$ cat src/rtl/axil_pkg.sv
// Shared types and constants for the AXI4-Lite register target.
package axil_pkg;

   localparam int C_AXI_STRB_WIDTH = 4;

   // AXI response codes used by this target
   typedef enum logic [1:0] {
      RESP_OKAY   = 2'b00,
      RESP_SLVERR = 2'b10
   } resp_t;

   // Write-side FSM encoding
   typedef logic [2:0] wr_state_t;
   localparam wr_state_t WR_IDLE    = 3'd0;
   localparam wr_state_t WR_HAVE_AW = 3'd1;
   localparam wr_state_t WR_HAVE_W  = 3'd2;
   localparam wr_state_t WR_COMMIT  = 3'd3;
   localparam wr_state_t WR_RESP    = 3'd4;

   // Read-side FSM encoding
   typedef logic [0:0] rd_state_t;
   localparam rd_state_t RD_IDLE = 1'b0;
   localparam rd_state_t RD_RESP = 1'b1;

   // Width of the register index field within the byte address
   function automatic int idx_width(input int num_regs);
      return $clog2(num_regs);
   endfunction

endpackage

$ cat src/rtl/axil_reg_slave.sv
// AXI4-Lite register target: a bank of word-wide R/W registers exposed in
// parallel to fabric, with a one-cycle write pulse per register.
module axil_reg_slave
   import axil_pkg::*;
#(
   parameter int P_AXI_ADDR_WIDTH = 13,
   parameter int P_AXI_DATA_WIDTH = 32,
   parameter int P_NUM_REGS       = 8
) (
   input  logic                                   clk,
   input  logic                                   rst,
   input  logic [P_AXI_ADDR_WIDTH-1:0]            s_axi_awaddr,
   input  logic                                   s_axi_awvalid,
   output logic                                   s_axi_awready,
   input  logic [P_AXI_DATA_WIDTH-1:0]            s_axi_wdata,
   input  logic [C_AXI_STRB_WIDTH-1:0]            s_axi_wstrb,
   input  logic                                   s_axi_wvalid,
   output logic                                   s_axi_wready,
   output logic [1:0]                             s_axi_bresp,
   output logic                                   s_axi_bvalid,
   input  logic                                   s_axi_bready,
   input  logic [P_AXI_ADDR_WIDTH-1:0]            s_axi_araddr,
   input  logic                                   s_axi_arvalid,
   output logic                                   s_axi_arready,
   output logic [P_AXI_DATA_WIDTH-1:0]            s_axi_rdata,
   output logic [1:0]                             s_axi_rresp,
   output logic                                   s_axi_rvalid,
   input  logic                                   s_axi_rready,
   output logic [P_NUM_REGS*P_AXI_DATA_WIDTH-1:0] reg_out,
   output logic [P_NUM_REGS-1:0]                  reg_wr_pulse
);

   localparam int AW      = P_AXI_ADDR_WIDTH;
   localparam int DW      = P_AXI_DATA_WIDTH;
   localparam int IW      = idx_width(P_NUM_REGS);
   localparam int LSB_OOR = 2 + IW;

   // Any address bit above the index field marks the access out of range
   function automatic logic in_range(input logic [AW-1:0] a);
      return ((a >> LSB_OOR) == '0);
   endfunction

   logic [P_NUM_REGS-1:0][DW-1:0] regs;
   assign reg_out = regs;

   // ---------------- write path ----------------
   wr_state_t                   wr_state, wr_next;
   logic [AW-1:0]               awaddr_q;
   logic [DW-1:0]               wdata_q;
   logic [C_AXI_STRB_WIDTH-1:0] wstrb_q;
   logic                        aw_hs, w_hs, commit_go, wr_ok;
   logic [AW-1:0]               wr_addr;
   logic [DW-1:0]               wr_data;
   logic [C_AXI_STRB_WIDTH-1:0] wr_strb;
   logic [IW-1:0]               wr_idx;

   assign aw_hs = s_axi_awvalid & s_axi_awready;
   assign w_hs  = s_axi_wvalid & s_axi_wready;

   // A channel completing this cycle supplies its fields directly, otherwise the held copy
   assign wr_addr   = aw_hs ? s_axi_awaddr : awaddr_q;
   assign wr_data   = w_hs  ? s_axi_wdata  : wdata_q;
   assign wr_strb   = w_hs  ? s_axi_wstrb  : wstrb_q;
   assign wr_idx    = wr_addr[2 +: IW];
   assign wr_ok     = in_range(wr_addr);
   assign commit_go = (wr_next == WR_COMMIT);

   // Write FSM next state: collect AW and W in any order, then respond
   always_comb begin
      wr_next = wr_state;
      case (wr_state)
         WR_IDLE: begin
            if (aw_hs && w_hs) wr_next = WR_COMMIT;
            else if (aw_hs)    wr_next = WR_HAVE_AW;
            else if (w_hs)     wr_next = WR_HAVE_W;
         end
         WR_HAVE_AW: if (w_hs)  wr_next = WR_COMMIT;
         WR_HAVE_W:  if (aw_hs) wr_next = WR_COMMIT;
         WR_COMMIT, WR_RESP: wr_next = s_axi_bready ? WR_IDLE : WR_RESP;
         default: wr_next = WR_IDLE;
      endcase
   end

   // Write FSM state, registered handshake outputs and held AW/W fields
   always_ff @(posedge clk or negedge rst) begin
      if (!rst) begin
         wr_state      <= WR_IDLE;
         s_axi_awready <= 1'b0;
         s_axi_wready  <= 1'b0;
         s_axi_bvalid  <= 1'b0;
         s_axi_bresp   <= RESP_OKAY;
         reg_wr_pulse  <= '0;
         awaddr_q      <= '0;
         wdata_q       <= '0;
         wstrb_q       <= '0;
      end else begin
         wr_state      <= wr_next;
         s_axi_awready <= (wr_next == WR_IDLE) || (wr_next == WR_HAVE_W);
         s_axi_wready  <= (wr_next == WR_IDLE) || (wr_next == WR_HAVE_AW);
         s_axi_bvalid  <= (wr_next == WR_COMMIT) || (wr_next == WR_RESP);
         reg_wr_pulse  <= '0;
         if (aw_hs) awaddr_q <= s_axi_awaddr;
         if (w_hs) begin
            wdata_q <= s_axi_wdata;
            wstrb_q <= s_axi_wstrb;
         end
         if (commit_go) begin
            s_axi_bresp <= wr_ok ? RESP_OKAY : RESP_SLVERR;
            if (wr_ok) reg_wr_pulse[wr_idx] <= 1'b1;
         end
      end
   end

   // Register bank: byte-strobed update on an in-range commit
   always_ff @(posedge clk or negedge rst) begin
      if (!rst) begin
         regs <= '0;
      end else if (commit_go && wr_ok) begin
         for (int b = 0; b < C_AXI_STRB_WIDTH; b++)
            if (wr_strb[b]) regs[wr_idx][8*b +: 8] <= wr_data[8*b +: 8];
      end
   end

   // ---------------- read path ----------------
   rd_state_t     rd_state, rd_next;
   logic          ar_hs;
   logic [IW-1:0] rd_idx;

   assign ar_hs  = s_axi_arvalid & s_axi_arready;
   assign rd_idx = s_axi_araddr[2 +: IW];

   // Read FSM next state: one outstanding read, held until accepted
   always_comb begin
      rd_next = rd_state;
      case (rd_state)
         RD_IDLE: if (ar_hs)        rd_next = RD_RESP;
         RD_RESP: if (s_axi_rready) rd_next = RD_IDLE;
         default: rd_next = RD_IDLE;
      endcase
   end

   // Read FSM state and registered R channel; samples the pre-commit bank
   always_ff @(posedge clk or negedge rst) begin
      if (!rst) begin
         rd_state      <= RD_IDLE;
         s_axi_arready <= 1'b0;
         s_axi_rvalid  <= 1'b0;
         s_axi_rdata   <= '0;
         s_axi_rresp   <= RESP_OKAY;
      end else begin
         rd_state      <= rd_next;
         s_axi_arready <= (rd_next == RD_IDLE);
         s_axi_rvalid  <= (rd_next == RD_RESP);
         if (ar_hs) begin
            if (in_range(s_axi_araddr)) begin
               s_axi_rdata <= regs[rd_idx];
               s_axi_rresp <= RESP_OKAY;
            end else begin
               s_axi_rdata <= '0;
               s_axi_rresp <= RESP_SLVERR;
            end
         end
      end
   end

endmodule

$ cat config.mk
export PLATFORM = sky130hd
export DESIGN_NAME = axil_reg_slave
export DESIGN_NICKNAME = d
export VERILOG_FILES = /design/src/rtl/axil_pkg.sv /design/src/rtl/axil_reg_slave.sv
export SDC_FILE = /design/constraint.sdc
export NUM_CORES = 1
export LEC_CHECK = 0
export CORE_MARGIN = 4
export CORE_UTILIZATION = 54
export DETAILED_ROUTE_END_ITERATION = 12
export PLACE_DENSITY = 0.95
export REMOVE_ABC_BUFFERS = 1
export SYNTH_ARGS = -nofsm -noshare
export SYNTH_HDL_FRONTEND = slang
export SYNTH_SLANG_ARGS = --single-unit
$ cat constraint.sdc
create_clock -name clk -period 5.6 [get_ports clk]
set_input_delay 1.12 -clock clk [delete_from_list [all_inputs] [get_ports clk]]
set_output_delay 1.12 -clock clk [all_outputs]
set_load 0.05 [all_outputs]
==> Yosys cells after proc, flatten, opt, wreduce, memory -nomap -nowiden <==
Index checks and enable logic that the tools add are counted.
W data, S select, Z words.
{ "word_totals": {"word_cells": 90, "in_bits": 69, "ff_bits": 357} }
{ "classes": {"bitwise": 5, "n_reduce_logical": 11, "n_eq_ne": 8, "muxes": 41, "magnitude_cmp": 3} }
{ "op_table": {"columns": ["operator", "n"], "rows": [
  ["$mux W256", 7],
  ["$bwmux W256", 4],
  ["$demux W32 S3", 4],
  ["$mux W32", 4],
  ["$bmux W32 S3", 1],
  ["$logic_not A13 Y1", 2],
  ["$mux W24", 1],
  ["$mux W8", 3],
  ["$mux W3", 6],
  ["$mux W16", 1],
  ["$mux W13", 1],
  ["$eq A3 B2 Y1 const B", 4],
  ["$pmux W3 S4", 1],
  ["$lt A3 B4 Y1 const B", 2],
  ["$eq A3 B1 Y1 const B", 2],
  ["$eq A3 B3 Y1 const B", 2],
  ["$logic_not A3 Y1", 2],
  ["$mux W2", 2],
  ["$mux W4", 1],
  ["$and A1 B1 Y1", 3],
  ["$demux W1 S3", 1],
  ["$ge A3 B1 Y1 const B", 1],
  ["$logic_and A1 B1 Y1", 3],
  ["$logic_or A1 B1 Y1", 3],
  ["4 further kinds", 7]
]} }

==> Longest topological paths before layout <==
{ "depth": {"ltp_word": 17, "ltp_mapped": 8, "mapped_depth_nobuf": 6} }

==> Least setup slack after synthesis <==
OpenSTA, ideal clock, no wires.
{ "synth_path": {"path_type": "input port to flip-flop", "start": "in s_axi_awvalid", "end": "reg regs (netlist bit reg_out[184])", "arrival_ps": 3019, "stages": 8, "required_ps": 5475, "setup_ps": 125, "path_slack_ps": 2456, "n_path_buf": 3, "path_cell_list": "buf_4 nand3b_4 a211o_1 or2_1 buf_6 buf_6 nor3_4 mux2_4"} }
{ "synth_via": {"elab_chain_cells": 14, "word_cells_on_any_way": 29, "classes_between": "order compare (2); eq/ne (1); mux (21); bitwise (1); reduce/logical (4)"} }
{ "synth_rtl": {"columns": ["element", "line_no", "rtl"], "rows": [
  ["start: declaration", "axil_reg_slave.sv:13", "input logic s_axi_awvalid,"],
  ["$and A1 B1 Y1 *", "axil_reg_slave.sv:57", "assign aw_hs = s_axi_awvalid & s_axi_awready;"],
  ["$mux W13", null, null],
  ["$demux W32 S3", "axil_reg_slave.sv:120", "if (wr_strb[b]) regs[wr_idx][8*b +: 8] <= wr_data[8*b +: 8];"],
  ["$bwmux W256", "axil_reg_slave.sv:120", null],
  ["$mux W256", "axil_reg_slave.sv:120", null],
  ["$mux W256", "axil_reg_slave.sv:118", "end else if (commit_go && wr_ok) begin"],
  ["$bwmux W256", "axil_reg_slave.sv:120", null],
  ["$mux W256", "axil_reg_slave.sv:120", null],
  ["$mux W256", "axil_reg_slave.sv:118", null],
  ["$bwmux W256", "axil_reg_slave.sv:120", null],
  ["$mux W256", "axil_reg_slave.sv:120", null],
  ["$mux W256", "axil_reg_slave.sv:118", null],
  ["$bwmux W256", "axil_reg_slave.sv:120", null],
  ["$mux W256", "axil_reg_slave.sv:120", null],
  ["end signal: indexed assignment", "axil_reg_slave.sv:120", null],
  ["end: declaration", "axil_reg_slave.sv:43", "logic [P_NUM_REGS-1:0][DW-1:0] regs;"]
]} }
Every way passes the cells marked *; elsewhere a longest branch is shown, timed or not. The select of a mux whose other input is x is not followed.
A chain may end at the register's enable or synchronous reset.

==> Final worst setup path <==
{ "layout_path": {"start": "in s_axi_awvalid", "end": "reg regs (netlist bit reg_out[75])"} }
{ "layout_via": {"elab_chain_cells": 14, "word_cells_on_any_way": 29, "classes_between": "order compare (2); eq/ne (1); mux (21); bitwise (1); reduce/logical (4)"} }
{ "layout_rtl": {"columns": ["element", "line_no"], "rows": [
  ["$and A1 B1 Y1 *", "axil_reg_slave.sv:57"],
  ["$mux W13", null],
  ["$lt A3 B4 Y1 (implied by the code), or another cell as far along", "axil_reg_slave.sv:120"],
  ["$logic_and A1 B1 Y1 (implied by the code) / $bwmux W256 (equally long branches)", "axil_reg_slave.sv:120"],
  ["$mux W16 (implied by the code) / $mux W256 (equally long branches)", "axil_reg_slave.sv:120"],
  ["$demux W32 S3 / $mux W256 (equally long branches)", "axil_reg_slave.sv:120, axil_reg_slave.sv:118"],
  ["$bwmux W256", "axil_reg_slave.sv:120"],
  ["$mux W256", "axil_reg_slave.sv:120"],
  ["$mux W256", "axil_reg_slave.sv:118"],
  ["$bwmux W256", "axil_reg_slave.sv:120"],
  ["$mux W256", "axil_reg_slave.sv:120"],
  ["$mux W256", "axil_reg_slave.sv:118"],
  ["$bwmux W256", "axil_reg_slave.sv:120"],
  ["$mux W256", "axil_reg_slave.sv:120"]
]} }
Marks and branches as above.

==> impl_metrics.yaml <==
clock_network:
  post_cts_buffers: 0
  root_buffer: "clkbuf_16"
  cts.reportedPaths.clkPinSlew_ns: 0.06
  clk-insertion-delay-late_ns: 0.51
  ctsResizeCount: 0
  cts_tree: "yes"
  cts_made_buffers: 37
  clockBufferDepth: 3
  ctsHtreeMaxLevel: 2
  ctsHoldBuffers: 0
  clock_sinks: 353
grt:
  grt-ovfl-total: 0
  grt_first_pass_wirelength_mm: 70.0
  antenna_found_initial: 4
  grt_pass1_vias: 11400
  grt_start_max_net_pins: 156
  grt.total_usage: 0.294
worst_setup_path:
  arrival_ns: 4.39
  r2r-start: "awaddr_q[5]$_DFF_PN0_"
  path_buf_inv: 1
  criticalPathCategory: "primary input to flop"
  crit_path_max_incr_delay_ns: 0.83
  worstPathMaxFanout: 16
  cp_top_family: "simple AND/OR/NAND/NOR gates"
  cp.required_ns: 5.99
  critPathLaunchType: "primary input"
  cp-startpoint: "s_axi_awvalid"
  endpoint_kind: "flop"
  crit_slowest_cell: "nor4_4"
  cp_cell_sequence: "clkdlybuf4s50_1, nand2_1, mux2i_1, or2_2, nor4_4, mux2_2"
synth:
  post_synth.cell_area_avg_um2: 15.9
  synthCells: 965
  yosys_most_used_dff: "dfrtp_1"
  synthTopCellsByArea: "dfrtp_1, mux2_2, mux4_2"
  yosysUniqueCellTypes: 39
  synth_edf_count: 0
  synth.most_common_cell: "dfrtp_1"
  async_flop_share: 1.00
  netlist_area_um2: 15300
  synth-seq-cells: 353
  yosysTopAreaCellShare: 0.576
  synth_common_cells: "dfrtp_1, mux2_2, mux4_2"
  yosysTopAreaCell: "dfrtp_1"
  yosysWarnings: 0
  ys_seq_area_frac: 0.576
sta:
  whs_ns: 0.475
  worst_pin_slew_ns: 1.11
  fin_worst_skew_ns: 0.0132
  fin_setup_tns_ns: 0
  setup_viol: 0
  hold_viol_final: 0
  maxSlewViolCount: 0
  relSlewSlack: 0.257
  min_period_over_period: 0.713
  rsz0062_at_grt: "false"
  max_freq_mhz: 250
  min_period_ns: 3.99
routing:
  ant_nets: 0
  drc: 0
  num_vias: 10300
  wirelength_mm: 45.7
  drtPass1Iterations: 5
  via_per_inst: 5.91
  drtIter0Drc: 761
  route.detailed.wl_per_inst_um: 26.1
floorplanning:
  dieWidth_um: 176
  die_h_um: 176
  core_area_um2: 27900
  start_util: 0.550
  dieArea_um2: 31200
  pin_count: 374
  num_rows: 61
layout:
  area_growth_pct: 34.0
  multi_input_area_um2: 6300
  drive_gt1_frac: 0.324
  final_net_count: 1413
  regArea_um2: 8830
  nFillCells: 1676
power_and_ir_drop:
  power.switching_mw: 2.00
  irDropWorstVdd_mv: 0.287
  switching_share: 0.304
  clkPwrFrac: 0.353
  p_seq_frac: 0.443
  p_total_mw: 6.59
  p_comb_frac: 0.204
  intPower_mw: 4.59
  p_leak_nw: 9.42
  power_density_nw_per_um2: 321
job:
  cap_violations: 0
placed_design:
  io_buffers: 367
  gp_congestion: 0.813
  place.detailed.hpwl_mm: 29.8
min_path:
  worst_hold_path_type: "flop to flop"
  hold_start: "s_axi_rdata[28]$_DFFE_PN0P_"
outcome:
  run_status: "finished, final reports clean"
cell type report:
type                    instances  share of cell area
diodes                          3            0.000365
clock buffers                  55              0.0518
clock inverters                 9             0.00353
inverters                       9             0.00164
multi-input cells             567               0.307
flip-flops and latches        353               0.430
well taps                     378              0.0230
repair buffers                376               0.183
state kept, by name (all words and copies together), names as in the netlist:
register       flops
s_axi_arready      1
s_axi_wready       1
s_axi_rresp        1
reg_out          256
rd_state           1
reg_wr_pulse       8
wstrb_q            4
awaddr_q          11
wdata_q           32
s_axi_rdata       32
s_axi_bvalid       1
s_axi_awready      1
wr_state           3
s_axi_bresp        1
logic make-up (layout without fill, tap and decap cells):
kind of cell | count (synthesis) | count (layout) | share of synthesized area
AOI/OAI and AO/OA | 47 | 47 | 0.0185
other | 1 | 5 | 0.000245
and+or+nand+nor | 116 | 116 | 0.0487
DFF | 353 | 353 | 0.576
muxes | 402 | 402 | 0.343
buffers and inverters | 46 | 449 | 0.0133
per-stage QoR:
step                instances  setup slack (ns)  instance area (µm²)   util
floorplan                 929              2.02                15200      -
global placement         1683              1.16                19400  0.697
detailed placement       1683              1.14                19400  0.697
CTS                      1747              1.66                20500  0.737
global route             1750              1.46                20500  0.738
finish                   1750              1.61                20500  0.738
power by group through the flow:
stage / sequential [mW] / clock [mW] / combinational, mW
finish: 2.92 / 2.33 / 1.34
global route: 2.94 / 2.47 / 1.43
CTS: 2.92 / 2.35 / 1.34
detailed placement: 2.96 / 0 / 1.32
global placement: 2.94 / 0 / 1.29
floorplan: 3.11 / 0 / 0.657
cell usage in the layout (no fill, tap or decap), types with 2 or more instances in the layout:
master	instances
clkbuf_16	37
nor2_1	19
nor3_1	3
nor4_2	2
clkdlybuf4s50_1	363
nand2b_1	2
mux4_2	64
diode_2	3
inv_1	9
clkbuf_1	11
nor4_4	4
buf_12	2
a32oi_2	2
mux2_2	272
buf_4	9
dfrtp_1	353
o21ai_0	32
a21oi_1	6
mux2i_1	39
mux2_1	11
clkbuf_8	7
nor4_1	4
clkinv_2	7
nand2_1	54
mux2_4	16
nand2_2	2
nand3_1	6
nor3_4	12
conb_1	2
a21boi_0	2
path summary, 6_finish.rpt:
path / to / slack [ns] / cells past startpoint
setup / recovery: reg_out[75]$_DFFE_PN0P_ / 1.61 / 6
hold / removal: s_axi_rdata[28]$_DFFE_PN0P_ / 0.47 / 2
setup reg to reg: reg_out[209]$_DFFE_PN0P_ / 2.29 / 5
hold reg to reg: s_axi_rdata[28]$_DFFE_PN0P_ / 0.47 / 2
max in group asynchronous: reg_out[47]$_DFFE_PN0P_ / 3.70 / 2
min in group asynchronous: reg_out[50]$_DFFE_PN0P_ / 0.62 / 1
routing by layer:
layer | GRT usage | part of all wire | vias to the layer above
li1 | - | - | 4346
met1 | 0.386 | 0.39 | 5456
met2 | 0.493 | 0.51 | 441
met3 | 0.0692 | 0.069 | 104
met4 | 0.0874 | 0.030 | 2
met5 | 0 | 0.00015 | -
worst reg2reg max path: stages, from the launching register on:
cell,delay (ns)
dfrtp_1,0.39
nor4_2,0.65
a32oi_2,0.41
nor3_1,0.70
nand2_1,0.56
mux2_1,0.47
No activity file was read; power rests on OpenSTA's default activity.
